--- config.mk ---
export PLATFORM = sky130hd
export DESIGN_NAME = pipe_ctrl
export DESIGN_NICKNAME = d
export VERILOG_FILES = /design/src/rtl/pipe_ctrl.sv
export SDC_FILE = /design/constraint.sdc
export NUM_CORES = 1
export LEC_CHECK = 0
export ABC_CLOCK_PERIOD_IN_PS = 2150
export BUFFER_PORTS_ARGS = -buffer_cell sky130_fd_sc_hd__buf_2
export CORE_MARGIN = 1
export CORE_UTILIZATION = 54
export CTS_CLUSTER_DIAMETER = 100
export DETAILED_ROUTE_END_ITERATION = 16
export PLACE_DENSITY = 0.88
export SLEW_MARGIN = 40
export SYNTH_ARGS = -nofsm -noshare
export SYNTH_HDL_FRONTEND = slang
export SYNTH_SLANG_ARGS = --single-unit
--- constraint.sdc ---
create_clock -name clk -period 2.15 [get_ports clk]
set_clock_uncertainty 0.05 [all_clocks]
set_input_delay 0.43 -clock clk [delete_from_list [all_inputs] [get_ports clk]]
set_output_delay 0.43 -clock clk [all_outputs]
set_load 0.03 [all_outputs]
--- src/rtl/pipe_ctrl.sv ---
// Pipeline sequencing controller: per-stage stall/flush, drained PC redirect,
// qualified timer-interrupt strobe and a sticky fetch-drain watchdog.
module pipe_ctrl #(
  parameter int PC_W       = 64,
  parameter int WAIT_CNT_W = 8,
  parameter int WAIT_MAX   = 200
) (
  input  logic            clk,
  input  logic            rst,
  input  logic            if_busy_i,
  input  logic            mem_stall_req_i,
  input  logic            ex_valid_i,
  input  logic            ex_redirect_ena_i,
  input  logic [PC_W-1:0] ex_redirect_pc_i,
  input  logic            timer_intr_i,
  output logic [3:0]      stall_o,
  output logic [1:0]      flush_o,
  output logic            ex_stall_o,
  output logic            redirect_ena_o,
  output logic [PC_W-1:0] redirect_pc_o,
  output logic            timer_intr_o,
  output logic            hang_o
);

  // state   | meaning
  // RUN     | normal flow; a redirect accepted here is the capture cycle
  // WAIT_IF | redirect pending, waiting for the fetch transaction to drain
  // ISSUE   | one cycle driving the registered redirect onto the PC
  typedef enum logic [1:0] {RUN, WAIT_IF, ISSUE} state_e;

  localparam logic [WAIT_CNT_W-1:0] WAIT_MAX_C = WAIT_CNT_W'(WAIT_MAX);
  localparam logic [WAIT_CNT_W-1:0] WAIT_SAT_C = '1;

  state_e                state_q, state_d;
  logic [PC_W-1:0]       pending_pc_q, pending_pc_d;
  logic [PC_W-1:0]       redirect_pc_q, redirect_pc_d;
  logic                  redirect_ena_q, redirect_ena_d;
  logic [WAIT_CNT_W-1:0] wait_cnt_q, wait_cnt_d;
  logic                  hang_q, hang_d;
  logic                  intr_arm_q, intr_arm_d;
  logic [3:0]            stall_c;
  logic [1:0]            flush_c;

  always_comb begin
    state_d       = state_q;
    pending_pc_d  = pending_pc_q;
    redirect_pc_d = redirect_pc_q;
    wait_cnt_d    = '0;
    hang_d        = hang_q;
    intr_arm_d    = timer_intr_i;
    stall_c       = 4'b0000;
    flush_c       = 2'b00;

    case (state_q)
      RUN: begin
        if (ex_redirect_ena_i && !mem_stall_req_i) begin
          pending_pc_d = ex_redirect_pc_i;
          stall_c      = 4'b0001;
          flush_c      = 2'b11;
          if (if_busy_i) begin
            state_d = WAIT_IF;
          end else begin
            state_d       = ISSUE;
            redirect_pc_d = ex_redirect_pc_i;
          end
        end else if (if_busy_i) begin
          stall_c = 4'b0001;
          flush_c = 2'b01;
        end
      end
      WAIT_IF: begin
        stall_c = 4'b0001;
        flush_c = 2'b11;
        if (if_busy_i) begin
          wait_cnt_d = (wait_cnt_q == WAIT_SAT_C) ? wait_cnt_q : wait_cnt_q + 1'b1;
          if (wait_cnt_d >= WAIT_MAX_C) hang_d = 1'b1;
        end else begin
          state_d       = ISSUE;
          redirect_pc_d = pending_pc_q;
        end
      end
      ISSUE: begin
        flush_c = 2'b11;
        state_d = RUN;
      end
      default: state_d = RUN;
    endcase

    // A frozen pipe must keep every stage intact, so the LSU stall wins outright.
    if (mem_stall_req_i) begin
      stall_c = 4'b1111;
      flush_c = 2'b00;
    end

    redirect_ena_d = (state_d == ISSUE);
  end

  always_ff @(posedge clk or negedge rst) begin
    if (!rst) begin
      state_q        <= RUN;
      pending_pc_q   <= '0;
      redirect_pc_q  <= '0;
      redirect_ena_q <= 1'b0;
      wait_cnt_q     <= '0;
      hang_q         <= 1'b0;
      intr_arm_q     <= 1'b0;
    end else begin
      state_q        <= state_d;
      pending_pc_q   <= pending_pc_d;
      redirect_pc_q  <= redirect_pc_d;
      redirect_ena_q <= redirect_ena_d;
      wait_cnt_q     <= wait_cnt_d;
      hang_q         <= hang_d;
      intr_arm_q     <= intr_arm_d;
    end
  end

  assign stall_o        = stall_c;
  assign flush_o        = flush_c;
  assign ex_stall_o     = stall_c[3];
  assign redirect_ena_o = redirect_ena_q;
  assign redirect_pc_o  = redirect_pc_q;
  assign hang_o         = hang_q;
  // Deliberately independent of ex_redirect_ena_i to avoid a loop through EX trap logic.
  assign timer_intr_o   = intr_arm_q & (state_q == RUN) & ~mem_stall_req_i & ex_valid_i;

endmodule

==> impl_metrics.csv <==
group,metric,value,unit
outcome,status,"complete, no violations",
route,wl_met1,5520,um
route,wl_per_cell,16.7,um
power,pwr_density_cell,1610,nW/um^2
logic_synthesis,synth_top_area_share,57.7,%
route,viasPerCell,5.45,
cells_and_area,layout_common_cells,"dfrtp_1, buf_2, a21oi_1",
sta,max_freq,0.479,GHz
logic_synthesis,yosys-mux-area-fraction,22.5,%
cells_and_area,fin_cells,795,
route,dr_wl_met2,6760,um
worst_setup_path,cp-end-kind,"primary output",
grt,grt_overflow,0,
die,num_io_pins,145,
logic_synthesis,synthAdderAreaFrac,0.819,%
grt,grt_pass1_wl,21400,um
worst_setup_path,reg2regPathDepth,9,
grt,grt_max_degree,65,
route,drt_drc_violations_left,0,
cts,cts_buffers,17,
logic_synthesis,synthXorXnorAreaFrac,0.143,%
die,start_util,55.9,%
logic_synthesis,synth_top_family_by_area,"multiplexers",
place,io_buffers,144,
logic_synthesis,synth.area.top_cells,"dfrtp_1, mux2i_1, mux2_1, a21oi_1, mux2_2",
worst_setup_path,r2r_slack,0.31,ns
route,ant_nets,0,
grt,antenna_found_initial,0,
worst_setup_path,start_kind,"register",
worst_setup_path,critPathArrivalTime,1.61,ns
die,die_y,108,um
logic_synthesis,yosysWarnings,0,
logic_synthesis,synth_compound_area_share,7.53,%
place,dpl.cell_count,760,
sta,finalSetupViolations,0,
cells_and_area,drive_gt1_share,34.8,%
cells_and_area,area_growth,25.6,%
cts,cts.clk_slew.worst_paths,0.05,ns
power,total_power,12.4,mW
worst_setup_path,critPathKind,"reg2out",
worst_setup_path,path_max_fanout,5,
logic_synthesis,synth-seq-cells,141,
logic_synthesis,synth.distinct_cells,37,
worst_setup_path,r2r-end,"redirect_pc_o[8]",
cells_and_area,multi_input_area,2380,um^2
place,dp_hpwl,8800,um
worst_setup_path,slowest_delay,0.39,ns
place,gp_congestion,0.836,
cells_and_area,nNetsFinal,718,
worst_hold_path,holdPathEnd,"intr_arm_q",
logic_synthesis,syn-cell-area,6110,um^2
die,die_w,108,um
worst_hold_path,min_from,"timer_intr_i",
logic_synthesis,yosysTopAreaCell,"dfrtp_1",
cells_and_area,num-fill-cells,777,
cts,numClockSinks,141,
grt,grtUsageTotal,24.0,%
sta,fin_crit_sh,97.2,%
worst_setup_path,regToRegStartpoint,"state_q[1]",
logic_synthesis,seq_area_frac_synth,57.7,%
worst_setup_path,crit_chain,"inv_1 -> ha_4 -> o21ai_1 -> a211oi_2 -> buf_4",
cells_and_area,final_util,70.2,%
logic_synthesis,synthCells,498,
worst_hold_path,hold_class,"in2reg",
route,vias,4335,
flow_run,timing.max_cap.violations,0,
sta,fin_crit,2.09,ns
die,core,10900,um^2
power,leakage,3.39,nW
cts,cts.path.max_buffers,2,
cells_and_area,antenna_cells,0,
power,ir_drop,957,uV
route,wl_met3,770,um
route,routed_wirelength,13200,um
route,initialDrtViolationCount,164,
worst_setup_path,worst_ep_required_time,1.67,ns
worst_hold_path,hold_depth,1,
route,top_layer_used,"met4",
logic_synthesis,avgSynthCellArea,12.3,um^2
cts,h-tree-depth,4,
cells_and_area,seqCellArea,3530,um^2
die,dieArea,11800,um^2
route,dr.pass1.iters,4,
cts,root_buffer,"clkbuf_16",
sta,worstMarginPinSlew,0.581,ns
die,rows,38,
worst_setup_path,cpMaxStageDelayCell,"dfrtp_1",
sta,slew_headroom,61.3,%
logic_synthesis,syn-num-nets,573,
cts,clkLatencyLatePin,0.40,ns
grt,grt_pass1_vias,4471,
cts,cts_tree,"built",
sta,final_hold_viol_count,0,
logic_synthesis,synth-simple-area-share,7.35,%
sta,maxSlewViolCount,0,
sta,fin_hold_ws,0.0849,ns
[synthesized netlist by cell type]
cell,count
dfrtp_1,141
a21oi_1,70
nor2_1,68
mux2i_1,64
mux2_1,39
mux2_2,26
buf_2,16
buf_4,16
nand2_1,9
ha_1,4
o21ai_0,4
a31oi_1,3
inv_1,3
nand2b_1,3
nand3_1,3
nor3_1,3
a211oi_1,2
buf_6,2
clkbuf_2,2
nand3_2,2
nor3b_1,2
a211oi_2,1
a21oi_2,1
a31o_1,1
a32o_1,1
and3_1,1
and4b_1,1
nand3b_4,1
nand4_1,1
nor2b_1,1
nor4b_1,1
o211ai_1,1
o311ai_1,1
or2_1,1
or2_2,1
or3_1,1
xnor2_1,1
[layer usage]
layer  track usage, %  vias to the layer above
met1             27.8                     2152
li1                 -                     2045
met3             8.50                       19
met4             9.07                        0
met5                0                        -
met2             40.8                      119
[critical path: cells and delay by family, from the launching register on]
| kind | cells | cell delay (ns) |
|---|---|---|
| DFF | 1 | 0.39 |
| AOI/OAI and AO/OA | 2 | 0.34 |
| buffers and inverters | 2 | 0.30 |
| adders and majority gates | 1 | 0.17 |
[registers in the layout, indices dropped and copies added (netlist names)]
signal and cells:
hang_o 1, redirect_ena_o 1, redirect_pc_o 64, pending_pc_q 64, state_q 2, intr_arm_q 1
wait_cnt_q 8
[kinds of logic after synthesis]
kind of cell	Yosys count
multiplexers	129
AO/OA/AOI/OAI	85
buffers and inverters	39
AND/OR/NAND/NOR	99
flip-flops	141
XOR/XNOR	1
adder cells (fa/ha/maj)	4
[through the flow]
step                      setup slack (ns)  area (um^2)  TNS [ns]
final                               0.0605         7680         0
after global routing               -0.0265         7680   -0.0265
after CTS                          0.00788         7660         0
after detailed placement             0.185         7000         0
after global placement               0.249         7000         0
after floorplan                     0.0189         6120         0
[how the worst max path moves through the flow]
stage,startpoint,end
after global placement,state_q[1],flush_o[0]
final,state_q[0],flush_o[0]
after detailed placement,state_q[1],flush_o[0]
after CTS,state_q[1],flush_o[0]
after floorplan,state_q[0],flush_o[0]
after global routing,state_q[0],flush_o[0]
[timing repair]
| item | 4_1_cts | 5_1_grt |
|---|---|---|
| endpoints found under the hold margin | 54 | 0 |
| gates resized for setup | 5 | 2 |
| buffers inserted | 1 | 2 |
| endpoints found under the setup margin | 4 | 2 |
| hold buffers | 1 | 0 |
| pin swaps | 1 | 2 |
[report_power, final]
| part | switching (mW) | leakage (nW) | total (mW) | internal (mW) |
|---|---|---|---|---|
| clock | 1.06 | 0.298 | 3.06 | 1.99 |
| sequential | 0.675 | 1.63 | 4.57 | 3.90 |
| combinational | 2.92 | 1.46 | 4.73 | 1.81 |
[area by class of cell]
class | count | share of cell area (%)
multi-input combinational | 318 | 31.0
timing repair buffer | 162 | 12.5
clock inverter | 11 | 2.17
sequential | 141 | 46.0
tap | 140 | 2.28
clock buffer | 20 | 5.95
inverter | 3 | 0.147
(Power assumes the default switching activity.)
